## src/rtl/cfg_pkg.sv

```systemverilog
// cfg_pkg: shared FSM encoding, marker constants and default parameters for cfg_seq.
package cfg_pkg;
  localparam int DEF_ADDR_W     = 8;
  localparam int DEF_REG_W      = 8;
  localparam int DEF_DAT_W      = 8;
  localparam int DEF_DELAY_UNIT = 1000;
  // Marker encodings at default widths; the sequencer tests the generic all-ones form.
  localparam logic [DEF_REG_W+DEF_DAT_W-1:0] END_MARK  = '1;
  localparam logic [DEF_REG_W-1:0]           DELAY_REG = '1;
  typedef enum logic [2:0] {
    S_IDLE,
    S_FETCH,
    S_DECODE,
    S_ISSUE,
    S_WAIT_DONE,
    S_DELAY,
    S_DONE
  } state_t;
endpackage

```

## src/rtl/cfg_delay_timer.sv

```systemverilog
// cfg_delay_timer: loadable down-counter that parks at zero and flags it.
module cfg_delay_timer #(
  parameter int W = 8
) (
  input  logic         i_clk,
  input  logic         i_rstn,
  input  logic         i_load,
  input  logic         i_en,
  input  logic [W-1:0] i_val,
  output logic         o_zero
);
  logic [W-1:0] cnt;
  assign o_zero = cnt == '0;
  always_ff @(posedge i_clk or negedge i_rstn)
    if (!i_rstn) cnt <= '0;
    else if (i_load) cnt <= i_val;
    else if (i_en && !o_zero) cnt <= cnt - 1'b1;
endmodule

```

## src/rtl/cfg_seq.sv

```systemverilog
// cfg_seq: walks a {reg, data} ROM, issuing SCCB register writes and timed delays.
module cfg_seq
  import cfg_pkg::*;
#(
  parameter int ADDR_W      = DEF_ADDR_W,
  parameter int REG_W       = DEF_REG_W,
  parameter int DAT_W       = DEF_DAT_W,
  parameter int DELAY_UNIT  = DEF_DELAY_UNIT,
  parameter int MAX_ENTRIES = 2**ADDR_W
) (
  input  logic               i_clk,
  input  logic               i_rstn,
  input  logic               i_start,
  output logic [ADDR_W-1:0]  o_rom_addr,
  input  logic [REG_W+DAT_W-1:0] i_rom_data,
  output logic               o_wr_valid,
  input  logic               i_wr_ready,
  output logic [REG_W-1:0]   o_wr_reg,
  output logic [DAT_W-1:0]   o_wr_data,
  input  logic               i_wr_done,
  output logic               o_busy,
  output logic               o_done,
  output logic [ADDR_W:0]    o_count
);
  localparam int CNT_W = $clog2((2**DAT_W-1)*DELAY_UNIT+1);
  state_t state, state_n, adv_state;
  logic [ADDR_W-1:0] addr_n, adv_addr;
  logic [ADDR_W:0]   count_n;
  logic [REG_W-1:0]  reg_n, rom_reg;
  logic [DAT_W-1:0]  dat_n, rom_dat;
  logic              last, t_load, t_zero;
  logic [CNT_W-1:0]  t_val;
  assign {rom_reg, rom_dat} = i_rom_data;
  assign last      = o_rom_addr == ADDR_W'(MAX_ENTRIES-1);
  assign adv_state = last ? S_DONE : S_FETCH;
  assign adv_addr  = last ? o_rom_addr : o_rom_addr + 1'b1;
  // Timer holds N-1 so the DELAY state lasts exactly data*DELAY_UNIT cycles.
  assign t_val      = CNT_W'(rom_dat) * CNT_W'(DELAY_UNIT) - CNT_W'(1);
  assign o_wr_valid = state == S_ISSUE;
  assign o_busy     = state != S_IDLE;
  assign o_done     = state == S_DONE;
  cfg_delay_timer #(.W(CNT_W)) u_timer (
    .i_clk  (i_clk),
    .i_rstn (i_rstn),
    .i_load (t_load),
    .i_en   (state == S_DELAY),
    .i_val  (t_val),
    .o_zero (t_zero)
  );
  always_comb begin
    state_n = state;
    addr_n  = o_rom_addr;
    count_n = o_count;
    reg_n   = o_wr_reg;
    dat_n   = o_wr_data;
    t_load  = 1'b0;
    case (state)
      S_IDLE: if (i_start) begin
        addr_n  = '0;
        count_n = '0;
        state_n = S_FETCH;
      end
      S_FETCH: state_n = S_DECODE;
      S_DECODE:
        if (&rom_reg && &rom_dat) state_n = S_DONE;
        else if (&rom_reg && rom_dat == '0) begin
          addr_n  = adv_addr;
          state_n = adv_state;
        end else if (&rom_reg) begin
          t_load  = 1'b1;
          state_n = S_DELAY;
        end else begin
          reg_n   = rom_reg;
          dat_n   = rom_dat;
          state_n = S_ISSUE;
        end
      S_ISSUE: state_n = i_wr_ready ? S_WAIT_DONE : S_ISSUE;
      S_WAIT_DONE: if (i_wr_done) begin
        count_n = o_count + 1'b1;
        addr_n  = adv_addr;
        state_n = adv_state;
      end
      S_DELAY: if (t_zero) begin
        addr_n  = adv_addr;
        state_n = adv_state;
      end
      S_DONE:  state_n = S_IDLE;
      default: state_n = S_IDLE;
    endcase
  end
  always_ff @(posedge i_clk or negedge i_rstn)
    if (!i_rstn) begin
      state      <= S_IDLE;
      o_rom_addr <= '0;
      o_count    <= '0;
      o_wr_reg   <= '0;
      o_wr_data  <= '0;
    end else begin
      state      <= state_n;
      o_rom_addr <= addr_n;
      o_count    <= count_n;
      o_wr_reg   <= reg_n;
      o_wr_data  <= dat_n;
    end
endmodule

```

## config.mk

```make
export PLATFORM = sky130hd
export DESIGN_NAME = cfg_seq
export DESIGN_NICKNAME = d
export VERILOG_FILES = /design/src/rtl/cfg_pkg.sv /design/src/rtl/cfg_delay_timer.sv /design/src/rtl/cfg_seq.sv
export SDC_FILE = /design/constraint.sdc
export NUM_CORES = 1
export LEC_CHECK = 0
export ABC_AREA = 1
export BUFFER_PORTS_ARGS = -buffer_cell sky130_fd_sc_hd__buf_2
export CORE_MARGIN = 10
export CORE_UTILIZATION = 65
export DETAILED_ROUTE_END_ITERATION = 10
export GPL_TIMING_DRIVEN = 0
export PLACE_DENSITY = 0.87
export RECOVER_POWER = 50
export SYNTH_ARGS = -nofsm -noshare
export SYNTH_HDL_FRONTEND = slang
export SYNTH_SLANG_ARGS = --single-unit
```

## constraint.sdc

```tcl
create_clock -name i_clk -period 3.5 [get_ports i_clk]
set_input_delay 0.7 -clock i_clk [delete_from_list [all_inputs] [get_ports i_clk]]
set_output_delay 0.7 -clock i_clk [all_outputs]
set_load 0.005 [all_outputs]
```

==> flow_summary_export.csv, run 1 <==
group,metric,value,unit
run_status,status,"finished with violations",
run_status,violations,"setup timing",
yosys,synthArstFlopShare,1.000,
setup_path,critPathLaunch,"i_rom_data[1]",
pwr,swShare,0.4762,
yosys,synth_cells,647,
setup_path,max_stage_delay,540,ps
timing,timing.final.ws_setup,-634.9,ps
final_layout,finalNetCount,809,
final_layout,largest_reg_flops,18,
final_layout,syn_to_final_growth,17.89,%
detailed_routing,post_drt_wl_per_cell,15.44,um
detailed_routing,drt_pre_antenna_iters,5,
setup_path,worst-path-stages,20,
yosys,ys_seq_elements,54,
floorplanning,start_util,0.6595,
yosys,synthTopCellsByArea,"dfrtp_1 (27%), ha_1 (11%), nand2_1 (10%), fa_1 (8.3%), inv_1 (7.7%)",
timing,maxSlewViolCount,0,
final_layout,drive_above_1_share,0.2594,
floorplanning,ios,57,
setup_path,crit_type,"in -> reg",
pwr,pwr-share-comb,0.700,
yosys,synth_nets,735,
detailed_routing,drt_iter0_markers,303,
setup_path,path_cells,"buf_12, fa_1, inv_1, fa_1, fa_1, fa_1, inv_2, ha_4, nand2_2, inv_2, nand4_1, nand2_1, nand2_1, nand2_2, nand2_4, nor2_4, nand2_1, nand2_1, nand3_2, a21oi_2",
grt,gr-total-overflow,0,
clocking,cts_buffers,5,
grt,grt_max_degree,55,
worst_hold_path,hold_path_class,"reg -> reg",
clocking,cts_root_buf,"clkbuf_8",
final_layout,largest_registers,"u_timer.cnt (18), o_count (9)",
timing,hold_viol_final,0,
yosys,synthMostInstantiatedCell,"nand2_1",
floorplanning,die_h,108.1,um
pwr,pwr-share-clk,0.104,
placement,gp_congestion,0.8576,
setup_path,startpoint_type,"input port",
setup_path,reg2reg_slack,1410,ps
placement,numPortBuffers,56,
grt,antenna_found_initial,0,
detailed_routing,wirelength,12710,um
pwr,p_seq_frac,0.196,
timing,setup_viol,10,
detailed_routing,antenna_left,0,
run,cap_viol_max_count,0,
timing,post-route-min-period,4135,ps
clocking,cts.sinks,54,
yosys,synth_area_leader_cell,"dfrtp_1",
clocking,cts.clk_slew.worst_paths,90,ps
setup_path,path_buf_inv,4,
setup_path,r2r_cells,12,
floorplanning,rows,32,
yosys,netlist_area,5044,um^2
floorplanning,die_x,108.1,um
final_layout,fin_cells,823,
pwr,p_leak,3.044,nW
yosys,synthFlopType,"dfrtp_1",
pwr,power_density,546.6,nW/um^2
setup_path,cp-end-kind,"flop",
pwr,p_sw,1.548,mW
placement,place_inst,805,
floorplanning,dieArea,11680,um^2
yosys,synth_top_area_share,0.2679,
grt,grt_pass1_vias,4559,
worst_hold_path,worstHoldPathCells,2,
clocking,cts_tree,"built",
timing,fin_worst_skew,8.538,ps
setup_path,cp_slowest_cell,"fa_1",
timing,clock.fmax,241.8,MHz
worst_hold_path,hp-start,"o_wr_data[7]$_DFFE_PN0P_",
final_layout,post-route-util,0.7775,
setup_path,cp_max_fo,4,
grt,grt_pass1_wl,20740,um
final_layout,diodes,0,
yosys,synth.distinct_cells,48,
setup_path,r2r_end,"o_rom_addr[7]$_DFFE_PN0P_",
placement,hpwl,9430,um
pwr,ir_worst_vdd,0.0007216,V
yosys,yosysWarnings,0,
setup_path,r2r_start,"u_timer.cnt[0]$_DFFE_PN0P_",
timing,period_share,1.181,
pwr,internal_power,1.702,mW
floorplanning,core-area,7647,um^2
clocking,clk_latency,310,ps
timing,rsz0062_at_grt,"yes",
clocking,cts_buffer_depth,2,
timing,maxSlewHeadroom,0.1229,
yosys,synth_edf_count,0,
grt,track_usage,0.2123,
setup_path,crit_family,"adder cells",
yosys,synth_common_cells,"nand2_1 (136), inv_1 (104), dfrtp_1 (54)",
clocking,htreeDepth,2,
clocking,cts_hold_buffers,0,
detailed_routing,num_vias,4599,
detailed_routing,route.detailed.drc,0,
yosys,ys_seq_area_frac,0.2679,
setup_path,arrival,4370,ps
yosys,postSynthAreaPerCell,7.795,um^2
setup_path,required,3740,ps
detailed_routing,via_per_inst,5.588,
timing,tightest_slew,1316,ps
worst_hold_path,min_to,"o_wr_data[7]$_DFFE_PN0P_",
final_layout,largest-register,"u_timer.cnt",
[power by group through the flow]
| stage | sequential [mW] | combinational [mW] | clock, mW |
|---|---|---|---|
| floorplan | 0.648 | 1.19 | 0 |
| global placement | 0.649 | 1.45 | 0 |
| global route | 0.638 | 2.50 | 0.361 |
| CTS | 0.637 | 1.84 | 0.339 |
| detailed placement | 0.649 | 1.50 | 0 |
| finish | 0.637 | 2.28 | 0.338 |
[cells by family (layout without fill, tap and decap cells)]
group           Yosys count  in the layout  share of synthesized area
buf+inv                 125            199                    0.09824
flops                    54             54                     0.2679
compound gates           78             78                    0.09253
xor+xnor                 22             22                    0.03820
fa+ha+maj                67             67                     0.1975
simple gates            293            293                     0.2878
mux                       8              8                    0.01786
[worst min-delay path, stage by stage, from the launching register on]
cell	delay [ps]
dfrtp_1	350
nand2_1	50
o21ai_0	60
[timing repair]
action | 4_1_cts | 5_1_grt
pin swaps | 23 | 21
endpoints found under the setup margin | 10 | 10
gates resized for setup | 43 | 38
buffers inserted | 8 | 3
[cell usage in the layout (no fill, tap or decap), drive strengths merged, types with 14 or more instances in the layout]
master,netlist,final
ha,46,46
a21oi,19,19
o21ai,42,42
inv,117,117
nand3,48,48
fa,21,21
nor2,55,55
clkbuf,1,27
xor2,14,14
dfrtp,54,54
buf,7,54
nand4,14,14
nand2,149,149
[worst max path at each step]
| stage | slack, ps | endpoint |
|---|---|---|
| global route | -780 | u_timer.cnt[17]$_DFFE_PN0P_ |
| floorplan | -520 | u_timer.cnt[17]$_DFFE_PN0P_ |
| detailed placement | -1100 | u_timer.cnt[17]$_DFFE_PN0P_ |
| global placement | -1000 | u_timer.cnt[17]$_DFFE_PN0P_ |
| finish | -630 | u_timer.cnt[17]$_DFFE_PN0P_ |
| CTS | -570 | u_timer.cnt[16]$_DFFE_PN0P_ |
[through the flow]
step	setup slack, ps	power (mW)	cell area, um^2	hold slack (ps)	setup TNS, ps
after global routing	-777.7	3.501	5946	525.9	-5900
after detailed placement	-1096	2.150	5504	468.0	-8301
final	-634.9	3.250	5946	490.8	-4454
after CTS	-571.5	2.814	5799	490.0	-4120
after global placement	-997.7	2.102	5504	462.1	-7505
after floorplan	-524.4	1.835	5096	404.4	-3497
[layout make-up]
type                       count  area (um^2)
clock inverter                 1        7.507
timing repair buffer          67        380.4
fill                         509         1702
sequential                    54         1351
buffer                         8        57.56
tap                          102        127.6
inverter                     117        444.2
multi-input combinational    468         3505
clock buffer                   6        72.57
[layer usage]
metal | vias to the layer above | GRT usage | wire (um)
met5 | - | 0 | 0
met4 | 0 | 0.07347 | 335
met3 | 31 | 0.03212 | 622
met2 | 136 | 0.4017 | 6926
met1 | 2198 | 0.2341 | 4822
li1 | 2234 | - | -
Note: power is estimated with default switching activity, not from simulation.
==> inputs of run 2 (changes only) <==
Settings changed: ABC_AREA 1 to 0, CORE_UTILIZATION 65 to 64, CTS_CLUSTER_SIZE set to 20.
==> run 2 against run 1 <==
The flow still finishes with violations (setup timing). Combinational power increased by 36%. Design area decreased by 7.7%. Sequential power increased by 43%. Via count decreased by 12%. Synthesized cell count decreased by 22%. First-iteration DRC count decreased by 34%. Non-clock buffer count increased by 10. Highest routed layer unchanged.
==> flow_summary_export.csv, run 2 <==
group,metric,value,unit
run_status,status,"finished with violations",
run_status,violations,"setup timing",
yosys,synth_edf_count,0,
floorplanning,core-area,6832,um^2
yosys,synth_cells,506,
yosys,synth_top_area_share,0.3003,
final_layout,diodes,0,
final_layout,post-route-util,0.8037,
floorplanning,die_h,103.9,um
timing,rsz0062_at_grt,"yes",
yosys,synthFlopType,"dfrtp_1",
clocking,cts_buffers,5,
final_layout,finalNetCount,676,
detailed_routing,drt_pre_antenna_iters,5,
pwr,finalPower,4.410,mW
yosys,synthTopCellsByArea,"dfrtp_1 (30%), ha_1 (13%), fa_1 (9.3%), xnor2_1 (5.1%), nand2_1 (4.7%)",
grt,grt_max_degree,55,
final_layout,fin_cells,685,
grt,antenna_found_initial,0,
setup_path,crit_type,"in -> reg",
detailed_routing,wirelength,11760,um
setup_path,startpoint_type,"input port",
clocking,clk_latency,320,ps
setup_path,cp_slowest_cell,"fa_1",
clocking,cts_buffer_depth,2,
final_layout,most-common-layout-cells,"nand2_1 (54), dfrtp_1 (54), nor2_1 (40)",
setup_path,crit_family,"adder cells",
yosys,synthArstFlopShare,1.000,
yosys,synthMostInstantiatedCell,"nand2_1",
floorplanning,dieArea,10790,um^2
clocking,cts.clk_slew.worst_paths,100,ps
yosys,synth_common_cells,"nand2_1 (56), dfrtp_1 (54), inv_1 (47)",
setup_path,path_cells,"buf_12, fa_1, xor2_1, ha_1, fa_1, inv_1, fa_1, inv_2, ha_4, buf_6, o21ai_1, o31ai_2, a21oi_2, nor4_2, buf_4, nand4_1, xnor2_1, a21oi_1",
pwr,p_leak,2.503,nW
final_layout,largest_reg_flops,18,
floorplanning,die_x,103.9,um
timing,clock.fmax,218.2,MHz
timing,maxSlewViolCount,0,
timing,maxSlewHeadroom,0.1179,
detailed_routing,post_drt_wl_per_cell,17.16,um
setup_path,max_stage_delay,590,ps
placement,gp_congestion,0.8634,
timing,setup_viol,10,
placement,numPortBuffers,56,
yosys,postSynthAreaPerCell,8.894,um^2
floorplanning,start_util,0.6588,
timing,fin_worst_skew,15.71,ps
detailed_routing,num_vias,4030,
yosys,netlist_area,4501,um^2
detailed_routing,via_per_inst,5.883,
clocking,cts_tree,"built",
yosys,ys_seq_area_frac,0.3003,
setup_path,required,3680,ps
run,cap_viol_max_count,0,
final_layout,largest_registers,"u_timer.cnt (18), o_count (9)",
timing,timing.final.ws_setup,-1084,ps
grt,gr-total-overflow,0,
clocking,cts.sinks,54,
detailed_routing,route.detailed.drc,0,
grt,track_usage,0.1957,
detailed_routing,antenna_left,0,
yosys,yosysWarnings,0,
yosys,synth.distinct_cells,57,
pwr,ir_worst_vdd,0.0008657,V
setup_path,arrival,4770,ps
placement,hpwl,8128,um
clocking,cts_root_buf,"clkbuf_8",
clocking,cts_hold_buffers,0,
detailed_routing,drt_iter0_markers,200,
final_layout,drive_above_1_share,0.2088,
setup_path,path_buf_inv,5,
placement,place_inst,658,
final_layout,num-fill-cells,433,
final_layout,largest-register,"u_timer.cnt",
grt,grt_pass1_vias,4031,
timing,hold_viol_final,0,
floorplanning,rows,30,
floorplanning,ios,57,
timing,fin_setup_tns,-8612,ps
yosys,synth_area_leader_cell,"dfrtp_1",
setup_path,worst_path_most_repeated_cell,"fa_1",
pwr,power_density,803.2,nW/um^2
timing,tightest_slew,1323,ps
setup_path,cp_max_fo,4,
yosys,ys_seq_elements,54,
yosys,synth_nets,594,
setup_path,cp-end-kind,"flop",
timing,post-route-min-period,4584,ps
worst_hold_path,hold_path_class,"reg -> reg",
clocking,htreeDepth,2,
final_layout,syn_to_final_growth,21.99,%
grt,grt_pass1_wl,18240,um
timing,period_share,1.310,
==> run 2: final timing paths <==
check,slack (ps),end,from,depth (start not counted)
hold reg to reg,480,o_wr_reg[4]$_DFFE_PN0P_,o_wr_reg[4]$_DFFE_PN0P_,2
hold / removal,480,o_wr_reg[4]$_DFFE_PN0P_,o_wr_reg[4]$_DFFE_PN0P_,2
setup reg to reg,640,o_rom_addr[6]$_DFFE_PN0P_,u_timer.cnt[11]$_DFFE_PN0P_,9
setup / recovery,-1080,u_timer.cnt[16]$_DFFE_PN0P_,i_rom_data[1],18
max in group asynchronous,2030,u_timer.cnt[15]$_DFFE_PN0P_,i_rstn,1
min in group asynchronous,660,o_count[6]$_DFFE_PN0P_,i_rstn,1
==> run 2: power by group <==
group	total (mW)	leakage, nW	switching, mW	internal, mW
logic	3.11	1.80	1.73	1.39
clock network	0.390	0.0544	0.208	0.182
registers	0.909	0.653	0.116	0.793
total	4.41	2.50	2.05	2.36
==> run 2: kinds of logic (layout without fill, tap and decap cells) <==
| logic type | count (synthesis) | after routing | share of synthesized area |
|---|---|---|---|
| AOI/OAI and AO/OA | 98 | 98 | 0.1348 |
| xor gates and xnor gates | 38 | 38 | 0.07395 |
| adders and majority gates | 67 | 67 | 0.2213 |
| buffers and inverters | 58 | 141 | 0.05060 |
| DFF | 54 | 54 | 0.3003 |
| muxes | 7 | 7 | 0.01585 |
| and+or+nand+nor | 184 | 184 | 0.2032 |
==> run 2: what timing repair did <==
action | 4_1_cts | 5_1_grt
pin swaps | 20 | 20
cloned | 0 | 0
gates resized for setup | 26 | 36
buffers inserted | 7 | 13
setup endpoints to repair | 10 | 10
==> run 2: metal layers <==
layer / GRT usage / routed length (um) / vias to the layer above
met2: 0.3608 / 6265 / 117
li1: - / - / 1921
met1: 0.2222 / 4535 / 1956
met4: 0.07753 / 502 / 0
met5: 0 / 0 / -
met3: 0.02478 / 454 / 36
==> run 2: through the flow <==
stage	instance area [um^2]	hold slack (ps)	setup slack, ps
after floorplan	4582	404.4	-1082
after global placement	4982	452.8	-1512
after detailed placement	4982	458.3	-1584
after CTS	5226	481.5	-941.4
after global routing	5490	503.0	-1242
final	5490	483.3	-1084
==> run 2: cell type report <==
class,instances,area (um^2),area share
Timing Repair Buffer,76,466.7,0.08500
Sequential cell,54,1351,0.2461
Clock inverter,1,8.758,0.001595
Tap cell,96,120.1,0.02188
Multi-Input combinational cell,394,3214,0.5855
Inverter,48,188.9,0.03441
Clock buffer,7,96.34,0.01755
Buffer,9,43.79,0.007976
==> run 2: tightest hold or removal path, stage by stage, from the launching register on <==
cell     delay (ps)
dfrtp_1         350
nand2_1          50
nand2_1          60
==> inputs of run 3 (changes only) <==
Settings changed: BUFFER_PORTS_ARGS -buffer_cell sky130_fd_sc_hd__buf_2 to unset, CORE_UTILIZATION 64 to 70, CTS_BUF_LIST set to sky130_fd_sc_hd__clkbuf_4 sky130_fd_sc_hd__clkbuf_8, DONT_BUFFER_PORTS set to 1, PLACE_DENSITY 0.87 to 0.86.
==> run 3 against run 2 <==
Maximum frequency is 1.7% higher. Largest cell class unchanged. First-iteration DRC count is 77% higher. Die area is 6.9% lower. Utilization is 2.5 points higher. Via count is 0.65% lower. The flow still finishes with violations (setup timing). Critical path depth is 2 lower. Flip-flop and latch count stayed put. Register-to-register slack worse by 70 ps. Non-clock buffer count is 57 lower. Clock skew is 6.9 ps lower.
==> flow_summary_export.csv, run 3 (same netlist as run 2, synthesis figures left out) <==
group,metric,value,unit
run_status,status,"finished with violations",
run_status,violations,"setup timing",
timing,fin_worst_skew,8.830,ps
setup_path,crit_type,"in -> reg",
setup_path,path_buf_inv,2,
timing,hold_viol_final,0,
setup_path,endpoint,"u_timer.cnt[17]$_DFFE_PN0P_",
grt,antenna_found_initial,0,
final_layout,largest_registers,"u_timer.cnt (18), o_count (9)",
placement,numPortBuffers,0,
floorplanning,die_h,100.2,um
setup_path,worst_path_most_repeated_cell,"fa_1",
grt,grt_max_degree,55,
placement,gp_congestion,0.8622,
setup_path,critPathLaunch,"i_rom_data[0]",
placement,hpwl,7964,um
setup_path,max_stage_delay,580,ps
clocking,cts_buffer_depth,2,
timing,tightest_slew,665.7,ps
clocking,clk_latency,310,ps
grt,grt_pass1_wl,17970,um
detailed_routing,antenna_left,0,
final_layout,fin_area,5229,um^2
detailed_routing,drt_iter0_markers,354,
detailed_routing,route.detailed.drc,0,
setup_path,cp_slowest_cell,"fa_2",
setup_path,crit_family,"adder cells",
final_layout,drive_above_1_share,0.1598,
pwr,ir_worst_vdd,0.001036,V
setup_path,required,3730,ps
placement,place_worst_setup_slack,-1425,ps
pwr,power_density,852.9,nW/um^2
worst_hold_path,hold_path_class,"in -> async",
setup_path,arrival,4740,ps
detailed_routing,wirelength,12120,um
floorplanning,rows,29,
timing,period_share,1.288,
setup_path,worst-path-stages,16,
setup_path,path_cells,"fa_2, xor2_1, ha_1, fa_1, inv_1, fa_1, inv_2, ha_4, a21oi_2, o22ai_2, o41a_1, and4b_1, nor3_4, nand4_1, xnor2_2, mux2i_1",
final_layout,most-common-layout-cells,"nand2_1 (54), dfrtp_1 (54), inv_1 (41)",
timing,setup_viol,10,
placement,place_area,4678,um^2
floorplanning,ios,57,
setup_path,r2r_start,"u_timer.cnt[11]$_DFFE_PN0P_",
clocking,cts_buffers,5,
timing,timing.final.ws_setup,-1009,ps
detailed_routing,via_per_inst,6.575,
final_layout,diodes,0,
setup_path,r2r_cells,9,
setup_path,r2r_end,"o_rom_addr[6]$_DFFE_PN0P_",
setup_path,cp-end-kind,"flop",
clocking,htreeDepth,2,
timing,maxSlewViolCount,0,
grt,track_usage,0.2146,
detailed_routing,num_vias,4004,
grt,gr-total-overflow,0,
final_layout,largest_reg_flops,18,
setup_path,cp_max_fo,8,
clocking,cts_tree,"built",
final_layout,largest-register,"u_timer.cnt",
pwr,p_leak,2.300,nW
setup_path,reg2reg_slack,570,ps
clocking,cts_root_buf,"clkbuf_8",
run,cap_viol_max_count,0,
final_layout,syn_to_final_growth,16.18,%
timing,clock.fmax,221.8,MHz
detailed_routing,drt_pre_antenna_iters,5,
timing,maxSlewHeadroom,0.5535,
final_layout,finalNetCount,619,
clocking,cts.clk_slew.worst_paths,100,ps
grt,grt_pass1_vias,3820,
detailed_routing,post_drt_wl_per_cell,19.91,um
timing,post-route-min-period,4509,ps
clocking,cts_hold_buffers,0,
floorplanning,start_util,0.7128,
clocking,cts.sinks,54,
floorplanning,dieArea,10040,um^2
setup_path,startpoint_type,"input port",
timing,rsz0062_at_grt,"yes",
floorplanning,core-area,6314,um^2
floorplanning,die_x,100.2,um
-- run 3: worst min-delay path by stage --
stage / endpoint / start / depth (start not counted) / slack [ps]
floorplan: o_count[0]$_DFFE_PN0P_ / i_rstn / 0 / 400
CTS: u_timer.cnt[3]$_DFFE_PN0P_ / i_rstn / 0 / 70
finish: u_timer.cnt[3]$_DFFE_PN0P_ / i_rstn / 0 / 80
detailed placement: o_count[8]$_DFFE_PN0P_ / i_rstn / 0 / 410
global placement: o_count[8]$_DFFE_PN0P_ / i_rstn / 0 / 410
global route: u_timer.cnt[3]$_DFFE_PN0P_ / i_rstn / 0 / 60
-- run 3: cell type report --
class | count | area, um^2
buffer | 9 | 43.79
clock buffer | 7 | 90.09
sequential | 54 | 1351
fill | 334 | 1085
multi-input combinational | 394 | 3284
timing repair buffer | 19 | 170.2
tap | 77 | 96.34
inverter | 48 | 187.7
clock inverter | 1 | 5.005
-- run 3: worst reg2reg max path, cell delays in order (launching register included) --
cell      delay [ps]
dfrtp_1          450
or4_1            610
nor4_1           270
nand4b_1         210
a21oi_1          200
o22ai_1          170
a211o_4          350
or2_1            250
buf_6            140
o41ai_2          190
-- run 3: power by group --
group	switching [mW]	internal (mW)
clock	0.198	0.168
sequential	0.159	0.794
combinational	1.71	1.43
total	2.07	2.39
-- run 3: repair_timing --
action | 4_1_cts | 5_1_grt
gates resized for setup | 25 | 33
setup endpoints to repair | 9 | 10
setup buffers | 7 | 12
pin swaps | 29 | 23
-- run 3: routing by layer --
metal  vias to the layer above  GRT usage  wire [um]
li1                       1805          -          -
met1                      1940     0.2319       4185
met2                       196     0.3956       6561
met3                        63    0.04121        828
met4                         0    0.09239        548
met5                         -          0          0
-- run 3: stage by stage --
| step | util | instances | hold slack (ps) | power [mW] | setup TNS [ps] |
|---|---|---|---|---|---|
| 5_1_grt | 0.8282 | 609 | 61.88 | 4.744 | -8525 |
| 2_1_floorplan | - | 506 | 404.4 | 2.694 | -7065 |
| 4_1_cts | 0.7818 | 597 | 74.91 | 3.858 | -5369 |
| 6_report | 0.8282 | 609 | 76.82 | 4.459 | -7065 |
| 3_5_place_dp | 0.7410 | 583 | 406.0 | 3.147 | -9832 |
| 3_3_place_gp | 0.7410 | 583 | 406.0 | 3.043 | -9209 |
